$ cat config.mk
export PLATFORM = sky130hd
export DESIGN_NAME = mem_port_arbiter
export DESIGN_NICKNAME = d
export VERILOG_FILES = /design/src/rtl/mem_port_arbiter.sv
export SDC_FILE = /design/constraint.sdc
export NUM_CORES = 1
export LEC_CHECK = 0
export ABC_AREA = 1
export CAP_MARGIN = 20
export CORE_AREA = 2 2 103 105
export DETAILED_ROUTE_END_ITERATION = 10
export DIE_AREA = 0 0 105 107
export PLACE_DENSITY = 0.69
export SYNTH_ARGS = -nofsm -noshare
export SYNTH_HDL_FRONTEND = slang
export SYNTH_SLANG_ARGS = --single-unit
export TNS_END_PERCENT = 20
$ cat constraint.sdc
create_clock -name clk -period 1.6 [get_ports clk]
set_clock_uncertainty 0.15 [all_clocks]
set_input_delay 0.16 -clock clk [delete_from_list [all_inputs] [get_ports clk]]
set_output_delay 0.16 -clock clk [all_outputs]
set_load 0.05 [all_outputs]
$ cat src/rtl/mem_port_arbiter.sv
// Round-robin arbiter sharing one memory port between fetch (A) and load/store (B).
// sel/mem_req registered; acks pass straight through from mem_ack; a watchdog ends unacked accesses.
module mem_port_arbiter #(
  parameter int n  = 32,
  parameter int AW = 32,
  parameter int TO = 255
) (
  input  logic          clk,
  input  logic          rst_n,
  input  logic          a_req,
  input  logic [AW-1:0] a_addr,
  input  logic          a_we,
  input  logic [n-1:0]  a_wdata,
  input  logic          b_req,
  input  logic [AW-1:0] b_addr,
  input  logic          b_we,
  input  logic [n-1:0]  b_wdata,
  output logic          a_ack,
  output logic          b_ack,
  output logic          err,
  output logic [n-1:0]  rdata,
  output logic          sel,
  output logic          mem_req,
  output logic [AW-1:0] mem_addr,
  output logic          mem_we,
  output logic [n-1:0]  mem_wdata,
  input  logic          mem_ack,
  input  logic [n-1:0]  mem_rdata
);

  localparam int CW = $clog2(TO);
  localparam logic [CW-1:0] CNT_MAX = CW'(TO - 1);

  typedef enum logic [1:0] {IDLE, BUSY_A, BUSY_B} state_t;

  state_t        state, state_n;
  logic          sel_n;
  logic          last, last_n;   // 0 = A granted last, 1 = B
  logic [CW-1:0] cnt, cnt_n;
  logic          cur_b;
  logic          other_req;

  assign cur_b     = (state == BUSY_B);
  assign other_req = cur_b ? a_req : b_req;

  always_comb begin
    state_n = state;
    sel_n   = sel;
    last_n  = last;
    cnt_n   = cnt;
    a_ack   = 1'b0;
    b_ack   = 1'b0;
    err     = 1'b0;
    case (state)
      IDLE: begin
        if (a_req && (!b_req || last)) begin
          state_n = BUSY_A;
          sel_n   = 1'b0;
        end else if (b_req) begin
          state_n = BUSY_B;
          sel_n   = 1'b1;
        end
      end
      BUSY_A, BUSY_B: begin
        // A real ack in the timeout cycle takes precedence, so err only when mem_ack is absent.
        if (mem_ack || (cnt == CNT_MAX)) begin
          a_ack  = !cur_b;
          b_ack  = cur_b;
          err    = !mem_ack;
          last_n = cur_b;
          cnt_n  = '0;
          if (other_req) begin
            state_n = cur_b ? BUSY_A : BUSY_B;
            sel_n   = !cur_b;
          end else begin
            state_n = IDLE;
          end
        end else begin
          cnt_n = cnt + CW'(1);
        end
      end
      default: state_n = IDLE;
    endcase
  end

  always_ff @(posedge clk or negedge rst_n) begin
    if (!rst_n) begin
      state   <= IDLE;
      sel     <= 1'b0;
      last    <= 1'b1;
      cnt     <= '0;
      mem_req <= 1'b0;
    end else begin
      state   <= state_n;
      sel     <= sel_n;
      last    <= last_n;
      cnt     <= cnt_n;
      mem_req <= (state_n != IDLE);
    end
  end

  assign mem_addr  = sel ? b_addr  : a_addr;
  assign mem_we    = sel ? b_we    : a_we;
  assign mem_wdata = sel ? b_wdata : a_wdata;
  assign rdata     = mem_rdata;

endmodule

# ---- Word level (Yosys, flattened, before mapping)
# Index checks and enable logic that the tools add are counted.
dict set report word_totals {
  out_inout_bits 102
  wordCells 46
  ff_bits 13
  inputBits 167
}
dict set report classes {
  n_reduce_logical 12
  n_addsub 1
  muxes 22
  eq_ne 6
}
# op count
set op_table {}
lappend op_table {{2-to-1 mux 32 bit} 2}
lappend op_table {{2-to-1 mux 1 bit} 12}
lappend op_table {{2-to-1 mux 2 bit} 5}
lappend op_table {{adder 8 x 1 -> 8 bit, second input constant} 1}
lappend op_table {{equality test 8 bit, second input constant} 1}
lappend op_table {{2-to-1 mux 8 bit} 1}
lappend op_table {{!= test 2 bit, second input constant} 2}
lappend op_table {{one-hot mux 2 bit (2 select lines)} 1}
lappend op_table {{AND reduction 4 bit} 1}
lappend op_table {{nonzero test 2 bit} 2}
lappend op_table {{zero test 1 bit} 3}
lappend op_table {{!= test 3 bit, second input constant} 1}
lappend op_table {{equality test 2 x 1 -> 1 bit, second input constant} 1}
lappend op_table {{equality test 2 bit, second input constant} 1}
lappend op_table {{zero test 2 bit} 1}
lappend op_table {{logical OR 1 bit} 2}
lappend op_table {{one-hot mux 1 bit (2 select lines)} 1}
lappend op_table {{AND reduction 2 bit} 1}
lappend op_table {{OR reduction 2 bit} 1}
lappend op_table {{logical AND 1 bit} 1}

# ---- Logic depth before layout (Yosys ltp)
dict set report depth {
  depth_word 6
  depth_mapped 11
  depth_no_buf 11
}

# ---- Worst setup path before layout
# OpenSTA, ideal clock, no wires.
dict set report synth_timing {
  path_kind {reg2out}
  start {register state[1]}
  end {output err}
  stages_incl_launch_ff 6
  n_path_buf 1
  path_slack_ns -0.676
  required_ns 1.290
  arrival_time_ns 1.966
  cell_sequence {dfrtp_1 -> inv_1 -> ha_1 -> buf_6 -> inv_4 -> nor3_1}
}
dict set report synth_via {
  elab_chain_cells 3
  elab_cells_between_ends 4
  classes_between {eq/ne: 2; mux: 1; reduce/logical: 1}
}
# item line_no
set synth_lines {}
lappend synth_lines {{start: declaration} 36} ;# state_t state, state_n;
lappend synth_lines {{start signal: assignment} 94} ;# state <= state_n;
lappend synth_lines {{equality test 2 bit / equality test 2 x 1 -> 1 bit (equally long branches)} 54} ;# case (state)
lappend synth_lines {{OR reduction 2 bit (*)} 54}
lappend synth_lines {{2-to-1 mux 1 bit (*)} 54}
lappend synth_lines {{end: declaration} 20} ;# output logic err,
# Every way passes the cells marked *; elsewhere a longest branch is shown, timed or not.

# ---- Worst setup path after layout
dict set report layout_timing {
  start {register sel}
  end {output mem_we}
}
dict set report layout_via {
  elab_chain_cells 1
}
# item line_no
set layout_lines {}
lappend layout_lines {{start: declaration} 22} ;# output logic sel,
lappend layout_lines {{start signal: assignment} 95} ;# sel <= sel_n;
lappend layout_lines {{2-to-1 mux 1 bit} 103} ;# assign mem_we = sel ? b_we : a_we;
lappend layout_lines {{end: declaration} 25} ;# output logic mem_we,
# No other way between the ends.

==> impl_metrics.toml <==
[floorplanning]
rows = 37
ios = 269
die_y_um = 107
coreArea_sq_um = 10100
fp.dieW_um = 105
start_util_pct = 18.2
die-area_sq_um = 11200

[cts]
clk_latency_ns = 0.25
clock_sinks = 13
clockRootBuffer = "clkbuf_8"
htreeDepth = 1
clk_pin_slew_ns = 0.06
cts_tree = "yes"
cts_buffers = 3
clockBufferDepth = 2

[yosys]
synthesis.area_sq_um = 1830
yosysMostFrequentCell = "mux2_2"
synthFlopType = "dfrtp_1"
synthTopCellsByCount = "mux2_2 (41), buf_4 (36), mux2_1 (24), nand2_1 (21), inv_1 (13)"
synth.area.top_cells = "mux2_2 (25%), dfrtp_1 (16%), buf_4 (15%)"
ys_seq_area_share_pct = 17.8
ys_ff_latch = 13
synth_top_area_share_pct = 25.2
async_flop_share_pct = 100
synth_nets = 377
synth_area_leader_cell = "mux2_2"
synth_cell_types = 31
synth_cells = 205
synth-edff-count = 0
syn_avg_cell_area_sq_um = 8.94
synth_warnings = 0

[run_status]
run_status = "finished, violations left"
violations = "negative setup slack"

[detailed_routing]
wl_um = 10500
detail_route.first_pass.iterations = 4
viasPerCell = 4.10
vias = 2198
ant_nets = 0
wl_per_cell_um = 19.5
drc = 0
drtIter0Drc = 59

[timing]
period_share_pct = 111
setup_violations = 72
period_minus_slack_ns = 1.78
finalWorstSetupSlack_ns = -0.183
rsz0062_at_grt = "yes"
tns_ns = -10.97
tightest_slew_ns = 0.228
maxSlewHeadroom_pct = 84.7
hold_viol_final = 0
final_max_slew_viol_count = 0
fmax_ghz = 0.561

[critical_path]
arrival_ns = 1.47
cpPeakStageDelay_ns = 0.37
start_kind = "flip-flop"
cp_max_fo = 14
crit_top_cell = "buf_12"
cp-end-kind = "output port"
worst-path-buf-inv = 3
cpLargestDelayFamily = "buffers and inverters"
ff2ff_setup_slack_ns = -0.04
path_cells = "buf_12, buf_12, mux2_2, buf_12"
cp.required_ns = 1.29
cp_slowest_cell = "dfrtp_2"
setup.worst_path.class = "reg2out"

[grt]
grt_pass1_vias = 2310
grt_pass1_wl_um = 14300
grt_start_max_net_pins = 30
grt.total_usage_pct = 16.9
grt-ovfl-total = 0
antenna_found_initial = 0

[cells_and_area]
num_antenna_cells = 0
final_core_util_pct = 49.0
nets = 573
fillers = 929
drive_gt1_share_pct = 48.5
syn_to_final_growth_pct = 170

[pwr]
pwr_density_cell_nw_per_um2 = 1740
max-vdd-ir-drop_uv = 861
leakage_nw = 2.15

[place]
port_buffers = 204
place.gp.congestion = 0.873
dp_hpwl_um = 8780

[hold_path]
hp-class = "in2async"

[job]
cap_violations = 0
[what timing repair did]
item | CTS | global route
setup buffers | 4 | 4
cloned | 0 | 4
pin swaps | 6 | 3
endpoints found under the setup margin | 75 | 76
hold buffers | 0 | 0
gates resized for setup | 22 | 12
[final cells by class]
type                       instances  area, sq um  area share [%]
multi-input combinational        135         1310            26.5
inverter                          17         71.3            1.44
tap                              136          170            3.44
clock buffer                       4         45.0           0.910
sequential                        13          328            6.62
timing repair buffer             231         3020            61.1
[stage by stage]
stage          instances  power (mW)  instance area [sq um]  hold WS [ns]  worst slack, ns
6_report             536        8.63                   4950        0.0749           -0.183
5_1_grt              536        8.97                   4950        0.0934           -0.217
4_1_cts              528        8.23                   4790        0.0763           -0.211
3_5_place_dp         520        7.65                   4640         0.170           -0.191
3_3_place_gp         520        7.57                   4640         0.170           -0.141
2_1_floorplan        205        4.49                   1900        -0.286           -0.129
[placed cells by master, fill, tap and decap left out, drive strengths merged]
| cell type | n |
|---|---|
| nor3 | 2 |
| dfstp | 1 |
| a21oi | 1 |
| clkinv | 1 |
| nor2 | 14 |
| dfrtp | 12 |
| clkdlybuf4s50 | 134 |
| a21boi | 1 |
| clkbuf | 6 |
| nand2 | 27 |
| nand3 | 7 |
| o211ai | 1 |
| xnor2 | 1 |
| ha | 5 |
| o21ai | 6 |
| o31ai | 1 |
| xor2 | 3 |
| mux2 | 65 |
| buf | 95 |
| inv | 16 |
| a31oi | 1 |
[state kept, by name (all words and copies together), names as in the netlist]
register	flops
cnt	8
last	1
mem_req	1
sel	1
state	2
[worst paths after layout]
| check | startpoint | to | cells after the start |
|---|---|---|---|
| max | sel | mem_we | 4 |
| min | rst_n | cnt[3] | 2 |
| max reg2reg | cnt[0] | mem_req | 13 |
| min reg2reg | last | last | 2 |
| max in group asynchronous | rst_n | last | 2 |
| min in group clk | mem_rdata[8] | rdata[8] | 0 |
[metal layers]
metal	track usage [%]	wire, um
met3	13.4	1760
met1	16.8	3480
met2	28.3	5120
met4	2.38	95
met5	0	0
[where the power goes]
part / internal (mW) / switching [mW]
clock network: 0.176 / 0.126
logic: 3.98 / 3.86
registers: 0.434 / 0.0587
total: 4.59 / 4.05
[worst register-to-register path, stage by stage (launching register included)]
cell     delay [ns]
dfrtp_1        0.38
inv_2          0.08
ha_4           0.14
inv_4          0.03
nor2_4         0.09
nand2_4        0.08
nand2_4        0.08
buf_4          0.11
buf_6          0.10
nand2_1        0.06
nand3_1        0.07
nand2_1        0.05
nand2_1        0.07
nand2_1        0.05
[kinds of logic after synthesis]
| kind of cell | count (synthesis) | synth area share [%] |
|---|---|---|
| AOI/OAI and AO/OA | 11 | 3.69 |
| xor gates and xnor gates | 4 | 1.91 |
| adders and majority gates | 5 | 3.41 |
| buffers and inverters | 57 | 19.8 |
| DFF | 13 | 17.8 |
| muxes | 65 | 39.9 |
| and+or+nand+nor | 50 | 13.4 |
Note: power is estimated with default switching activity, not from simulation.
